File: src/rtl/j_tmr_pkg.sv
// Shared Jerry timer constants: default widths and CPU read-select encoding.
// The register decode reuses rd_sel_e to drive the rd_lo/rd_hi strobes.
package j_tmr_pkg;

  localparam int CW_DEF = 32;
  localparam int DW_DEF = 16;
  localparam int PW_DEF = 16;

  typedef enum logic [1:0] {
    RD_NONE = 2'b00,
    RD_LO   = 2'b01,
    RD_HI   = 2'b10,
    RD_BOTH = 2'b11
  } rd_sel_e;

endpackage

File: src/rtl/j_upcnt.sv
// Single up-count bit cell: toggles when carry-in is high, ripples carry to the next bit.
// Clear beats load, and load beats the toggle.
module j_upcnt (
  input  logic sys_clk,
  input  logic reset,
  input  logic clr,
  input  logic ld,
  input  logic d,
  input  logic ci,
  output logic q,
  output logic co
);

  logic d2;

  assign d2 = ld ? d : (q ^ ci);
  assign co = ci & q;

  always_ff @(posedge sys_clk) begin
    if (reset || clr) begin
      q <= 1'b0;
    end else begin
      q <= d2;
    end
  end

endmodule

File: src/rtl/j_upcnt_tmr.sv
// Loadable prescaled up-counter with wrap pulse and coherent two-half CPU read.
// Define J_UPCNT_CMP_EN to build the compare register and sticky cmp_irq.
module j_upcnt_tmr
  import j_tmr_pkg::*;
#(
  parameter int CW = CW_DEF,
  parameter int DW = DW_DEF,
  parameter int PW = PW_DEF
) (
  input  logic          sys_clk,
  input  logic          reset,
  input  logic          run,
  input  logic          tick_en,
  input  logic          pre_ld,
  input  logic [PW-1:0] pre_d,
  input  logic          cnt_clr,
  input  logic          cnt_ld,
  input  logic [CW-1:0] cnt_d,
  input  logic          rd_lo,
  input  logic          rd_hi,
  output logic [DW-1:0] rd_data,
  output logic          ovf,
  input  logic          cmp_ld,
  input  logic [CW-1:0] cmp_d,
  input  logic          cmp_ack,
  output logic          cmp_irq
);

  logic [PW-1:0] preCnt_q, preRld_q;
  logic [DW-1:0] snapHi_q, rdData_q;
  logic          ovf_q;
  logic          preHit, inc;
  logic [CW:0]   carry;
  logic [CW-1:0] cnt, cntInc;
  rd_sel_e       rdSel;

  assign preHit = (preCnt_q == preRld_q);
  assign inc    = tick_en & run & ~pre_ld & preHit;

  // A prescaler reload restarts the divide period and swallows that cycle's tick.
  always_ff @(posedge sys_clk) begin
    if (reset) begin
      preCnt_q <= '0;
      preRld_q <= '0;
    end else if (pre_ld) begin
      preRld_q <= pre_d;
      preCnt_q <= '0;
    end else if (tick_en && run) begin
      preCnt_q <= preHit ? '0 : preCnt_q + 1'b1;
    end
  end

  assign carry[0] = inc;

  genvar i;
  generate
    for (i = 0; i < CW; i++) begin : g_bit
      j_upcnt u_bit (
        .sys_clk (sys_clk),
        .reset   (reset),
        .clr     (cnt_clr),
        .ld      (cnt_ld),
        .d       (cnt_d[i]),
        .ci      (carry[i]),
        .q       (cnt[i]),
        .co      (carry[i+1])
      );
    end
  endgenerate

  assign cntInc = cnt ^ carry[CW-1:0];

  // Carry out of the top bit is the wrap; a load or clear discards the increment.
  always_ff @(posedge sys_clk) begin
    if (reset) begin
      ovf_q <= 1'b0;
    end else begin
      ovf_q <= carry[CW] & ~cnt_clr & ~cnt_ld;
    end
  end

  assign rdSel = rd_sel_e'({rd_hi, rd_lo});

  // Low-half read freezes the high half so a following high read is coherent.
  always_ff @(posedge sys_clk) begin
    if (reset) begin
      snapHi_q <= '0;
      rdData_q <= '0;
    end else begin
      case (rdSel)
        RD_LO, RD_BOTH: begin
          rdData_q <= cnt[DW-1:0];
          snapHi_q <= cnt[CW-1:DW];
        end
        RD_HI:   rdData_q <= snapHi_q;
        default: rdData_q <= rdData_q;
      endcase
    end
  end

  assign rd_data = rdData_q;
  assign ovf     = ovf_q;

`ifdef J_UPCNT_CMP_EN
  logic [CW-1:0] cmpVal_q;
  logic          cmpIrq_q;
  logic          cmpHit;

  assign cmpHit = inc & ~cnt_clr & ~cnt_ld & (cntInc == cmpVal_q);

  // A new match wins over a simultaneous acknowledge.
  always_ff @(posedge sys_clk) begin
    if (reset) begin
      cmpVal_q <= '0;
      cmpIrq_q <= 1'b0;
    end else begin
      if (cmp_ld) begin
        cmpVal_q <= cmp_d;
      end
      if (cmpHit) begin
        cmpIrq_q <= 1'b1;
      end else if (cmp_ack) begin
        cmpIrq_q <= 1'b0;
      end
    end
  end

  assign cmp_irq = cmpIrq_q;
`else
  logic unusedCmp;

  assign unusedCmp = ^{cmp_ld, cmp_d, cmp_ack, cntInc};
  assign cmp_irq   = 1'b0;
`endif

endmodule
File: config.mk
export PLATFORM = sky130hd
export DESIGN_NAME = j_upcnt_tmr
export DESIGN_NICKNAME = d
export VERILOG_FILES = /design/src/rtl/j_tmr_pkg.sv /design/src/rtl/j_upcnt.sv /design/src/rtl/j_upcnt_tmr.sv
export SDC_FILE = /design/constraint.sdc
export NUM_CORES = 1
export LEC_CHECK = 0
export ABC_AREA = 1
export CAP_MARGIN = 15
export CELL_PAD_IN_SITES_DETAIL_PLACEMENT = 2
export CELL_PAD_IN_SITES_GLOBAL_PLACEMENT = 2
export CORE_MARGIN = 3
export CORE_UTILIZATION = 30
export CTS_BUF_LIST = sky130_fd_sc_hd__clkbuf_4
export CTS_CLUSTER_DIAMETER = 100
export DETAILED_ROUTE_END_ITERATION = 8
export GPL_TIMING_DRIVEN = 1
export HOLD_SLACK_MARGIN = 0.03
export PLACE_DENSITY_LB_ADDON = 0.1
export SYNTH_ARGS = -nofsm -noshare
export SYNTH_HDL_FRONTEND = slang
export SYNTH_SLANG_ARGS = --single-unit
File: constraint.sdc
create_clock -name sys_clk -period 20.9 [get_ports sys_clk]
set_input_delay 4.18 -clock sys_clk [delete_from_list [all_inputs] [get_ports sys_clk]]
set_output_delay 4.18 -clock sys_clk [all_outputs]
set_load 0.05 [all_outputs]
Yosys cells after proc, flatten, opt, wreduce, memory -nomap -nowiden
Index checks and enable logic that the tools add are counted.
{"block": "word_totals", "in_bits": 91, "reg_bits": 97, "word_cells": 153, "out_inout_bits": 18}
{"block": "op_classes", "add_sub_neg": 1, "n_reduce_logical": 5, "eq_ne": 4, "n_mux": 34, "bitwise": 72}
{"operator": "1-bit AND", "n": 37}
{"operator": "1-bit 2-to-1 mux", "n": 32}
{"operator": "16-bit case mux with 2 select lines", "n": 1}
{"operator": "1-bit XOR", "n": 32}
{"operator": "16-bit by 1-bit adder with 16-bit output, second input constant", "n": 1}
{"operator": "16-bit equality test", "n": 1}
{"operator": "16-bit 2-to-1 mux", "n": 1}
{"operator": "2-bit equality test, second input constant", "n": 2}
{"operator": "2-bit OR reduction", "n": 2}
{"operator": "1-bit inverter", "n": 3}
{"operator": "2-bit by 1-bit equality test with 1-bit output, second input constant", "n": 1}
{"operator": "2-bit nonzero test", "n": 1}
{"operator": "1-bit logical AND", "n": 1}
{"operator": "1-bit logical OR", "n": 1}

Logic depth before layout (Yosys ltp)
{"block": "logic_depth", "word_depth": 37, "depth_mapped": 42, "mapped_depth_nobuf": 42}

Hierarchy
From an unflattened synthesis, not the netlist that was laid out.
{"block": "unflattened", "hier_cells": 697, "area_unflattened_um2": 4908.5}
{"mod": "j_upcnt_tmr", "area_per_inst_um2": 3066.7, "cells_each": 441, "instances": 1, "seq_area_each_um2": 1301.2}
{"mod": "j_upcnt", "area_per_inst_um2": 57.6, "cells_each": 8, "instances": 32, "seq_area_each_um2": 20.0}

Worst setup path after synthesis
Ideal clock, no wire load.
{"block": "synth_path", "kind": "input-to-reg", "startpoint": "input port tick_en", "endpoint": "register g_bit[31].u_bit.q", "arrival_time_ns": 10.355, "path_slack_ns": 10.413, "stages": 42, "n_path_buf": 0, "setup_time_ns": 0.132, "path_cell_list": "nand2_2 -> inv_2 -> nand2_1 -> nor2_1 -> nand2_1 -> nor2_2 -> nand3_2 -> nor2_1 -> ha_1 -> ha_1 -> ha_1 -> ha_1 -> ha_1 -> ha_1 -> ha_1 -> ha_1 -> ha_1 -> ha_1 -> [6 not listed] -> ha_1 -> ha_1 -> ha_1 -> ha_1 -> ha_1 -> ha_1 -> ha_1 -> ha_1 -> ha_1 -> ha_1 -> ha_1 -> ha_1 -> ha_1 -> ha_1 -> ha_1 -> ha_1 -> nand2_1 -> a21oi_1"}
{"block": "synth_via", "elab_chain_len": 36}
{"element": "from (decl)", "line": "j_upcnt_tmr.sv:13", "rtl": "input logic tick_en,"}
{"element": "1-bit AND (3 in series)", "line": "j_upcnt_tmr.sv:38", "rtl": "assign inc = tick_en & run & ~pre_ld & preHit;"}
{"element": "1-bit AND (31 in series)", "line": "j_upcnt.sv:17", "rtl": "assign co = ci & q;"}
{"element": "1-bit XOR", "line": "j_upcnt.sv:16", "rtl": "assign d2 = ld ? d : (q ^ ci);"}
{"element": "1-bit 2-to-1 mux", "line": "j_upcnt.sv:16"}
{"element": "to (signal assigned)", "line": "j_upcnt.sv:21", "rtl": "q <= 1'b0;"}
{"element": "to (signal assigned)", "line": "j_upcnt.sv:23", "rtl": "q <= d2;"}
{"element": "to (decl)", "line": "j_upcnt.sv:10", "rtl": "output logic q,"}
No other way between the ends.
A chain may end at the register's enable or synchronous reset.

Final worst setup path
Same ends and word-level chain as after synthesis.

==> impl_metrics.toml <==
[grt]
grt_overflow = 0
grt_pass1_wl_um = 21950
met3_usage_pct = 2.333
use_met1_pct = 20.08
grt_max_degree = 49
grt.busiest_layer = "met2"
antenna_found_initial = 0
use_met2_pct = 30.50
grt_pass1_vias = 4432
grtUsageTotal_pct = 16.86

[timing]
tightest_slew_ns = 0.6930
drv_slew = 0
setup_tns_ns = 0
whs_ns = 0.4775
grt_setup_unrepaired = "false"
slew_headroom_pct = 53.51
hold_viol_final = 0
setup_violations = 0
finalCritPeriodShare_pct = 53.28
min_period_ns = 11.13
max_freq_ghz = 0.08981
fin_skew_ns = 0.01335

[floorplanning]
core.rowCount = 44
io_pins = 109
dieArea_mm2 = 0.01642
die_w_um = 128.1
start_util_pct = 30.67
core_mm2 = 0.01459
die_y_um = 128.1

[clock_tree]
htreeDepth = 3
cts-root-buf = "clkbuf_4"
clk_path_buf_depth = 2
cts_tree = "done"
post_cts_resize_count = 0
cts_inserted_buffers = 9
clk_pin_slew_ns = 0.15
cts_setup_buffers = 0
clk_latency_ns = 0.47
clock_sink_count = 97
hold_buffers = 0

[synth]
synth-compound-area-share_pct = 9.060
synthAdderAreaFrac_pct = 9.228
syn_avg_cell_area_um2 = 7.359
syn_inst = 608
synth_top_family_by_area = "simple AND/OR/NAND/NOR gates"
ys_seq_area_share_pct = 43.40
syn-num-nets = 732
ys_ff_latch = 97
synthDistinctLibCells = 29
ys.warnings.count = 0
syn_area_mm2 = 0.004474
synthSimpleGateAreaFrac_pct = 28.19
synth_xor_area_share_pct = 2.545
synth.area.mux_share_pct = 0.2237

[cells_and_area]
drive_above_1_share_pct = 6.361
diodes = 0
layout_commonest_cell = "nand2_1"
final_cells = 860
layout_common_cells = "nand2_1, dfxtp_1, clkdlybuf4s50_1"
fin_nets = 795
area_delta_synth_final_pct = 23.63
fillCellCount = 1719

[drt]
ant_nets = 0
drtIter0Drc = 93
first_pass_iters = 4
num_vias = 4059
drc = 0
avgRoutedWirePerCell_um = 15.13
finalWirelength_um = 13020
via_per_inst = 4.720

[worst_setup_path]
cp_max_fo = 7
worstSetupPathType = "input pin to register"
cp_slowest_stage_delay_ns = 0.41
cp.arrival_ns = 11.55
path_buf_inv = 2
r2r_start = "preCnt_q[10]"
cp_top_family = "adder cells"
cp_slowest_cell = "clkdlybuf4s50_1"
cp.required_ns = 21.31
critical_path.startpoint = "tick_en"
reg2regPathDepth = 40
cp-end-kind = "register"
crit_cells = 43
startpoint_type = "input pin"
crit_path_frequent_cell = "ha_1"

[placement]
port_buffers = 73
dp_hpwl_um = 9555
gp_congestion = 0.7763
dp.cells = 842

[hold_path]
hold_class = "register to register"
holdPathStages = 2
hp-start = "snapHi_q[12]"

[power_and_ir_drop]
p_leak_uw = 0.002492
ir_drop_v = 0.00002234
p_per_area_mw_per_mm2 = 62.05

[job]
maxCapViolCount = 0

[status]
status = "complete, no violations"
==> per-stage QoR <==
step / instance area [um2] / power, uW / setup slack, ns / util, %
floorplan: 4474 / 222.6 / 10.41 / -
global placement: 5343 / 241.9 / 9.141 / 36.62
detailed placement: 5343 / 243.4 / 9.095 / 36.62
CTS: 5477 / 348.6 / 9.632 / 37.54
global route: 5532 / 364.3 / 9.278 / 37.92
finish: 5532 / 343.3 / 9.765 / 37.92
==> state kept, by name, summed over array words and instances, names as in the netlist <==
| name | flops |
|---|---|
| preRld_q | 16 |
| rd_data | 16 |
| g_bit.u_bit.q | 32 |
| snapHi_q | 16 |
| ovf | 1 |
| preCnt_q | 16 |
==> kinds of logic (layout without fill, tap and decap cells) <==
group           count (synthesis)  in the layout
compound gates                 81             81
xor+xnor                       13             13
fa+ha+maj                      33             33
buf+inv                        81            149
flops                          97             97
mux                             1              1
other cells                     1              1
simple gates                  301            301
==> area by class of cell <==
type	instances	area, um2	share of cell area (%)
multi-input combinational	430	2207	39.90
sequential	97	1942	35.11
timing repair buffer	79	815.8	14.75
clock inverter	6	58.81	1.063
inverter	54	202.7	3.664
tap	184	230.2	4.162
clock buffer	10	75.07	1.357
==> cells in the mapped netlist <==
library cell | number | area [um2]
a21oi_1 | 44 | 220.2
buf_1 | 6 | 22.52
buf_12 | 1 | 20.02
buf_2 | 1 | 5.000
buf_4 | 1 | 7.510
clkbuf_1 | 18 | 67.56
clkinv_1 | 1 | 3.750
conb_1 | 1 | 3.750
dfxtp_1 | 97 | 1942
ha_1 | 33 | 412.9
inv_1 | 49 | 183.9
inv_2 | 4 | 15.01
mux2i_1 | 1 | 10.01
nand2_1 | 176 | 660.6
nand2_2 | 1 | 6.260
nand2_4 | 1 | 11.26
nand3_1 | 36 | 180.2
nand3_2 | 2 | 20.02
nand4_1 | 3 | 18.77
nor2_1 | 65 | 244.0
nor2_2 | 10 | 62.56
nor2_4 | 2 | 22.52
nor3_1 | 1 | 5.000
nor3_2 | 1 | 10.01
nor3b_1 | 1 | 7.510
o21ai_0 | 37 | 185.2
or2_2 | 2 | 12.51
xnor2_1 | 4 | 35.03
xor2_1 | 9 | 78.83
==> layer usage <==
metal	up-vias	wire length, um
li1	2050	-
met1	1944	5597
met2	50	6842
met3	15	322
met4	0	254
met5	-	0
==> power by group <==
part | leakage [uW] | internal [uW] | switching, uW | total (uW)
Combinational | 0.00163 | 19.3 | 24.6 | 43.9
Sequential | 0.000792 | 192 | 3.88 | 196
Clock | 0.0000715 | 37.1 | 66.6 | 104
==> path summary, 6_finish.rpt <==
kind                            end  slack (ns)
setup reg to reg  g_bit[31].u_bit.q       13.46
setup / recovery  g_bit[31].u_bit.q        9.77
hold reg to reg        snapHi_q[12]        0.48
hold / removal         snapHi_q[12]        0.48
==> worst register-to-register path, delay by kind of cell, from the launching register on <==
kind	cells	cell delay (ns)
buf+inv	1	0.06
simple gates	6	0.64
fa+ha+maj	32	6.07
compound gates	1	0.15
flops	1	0.44
Power figures use the tool's default switching activity.
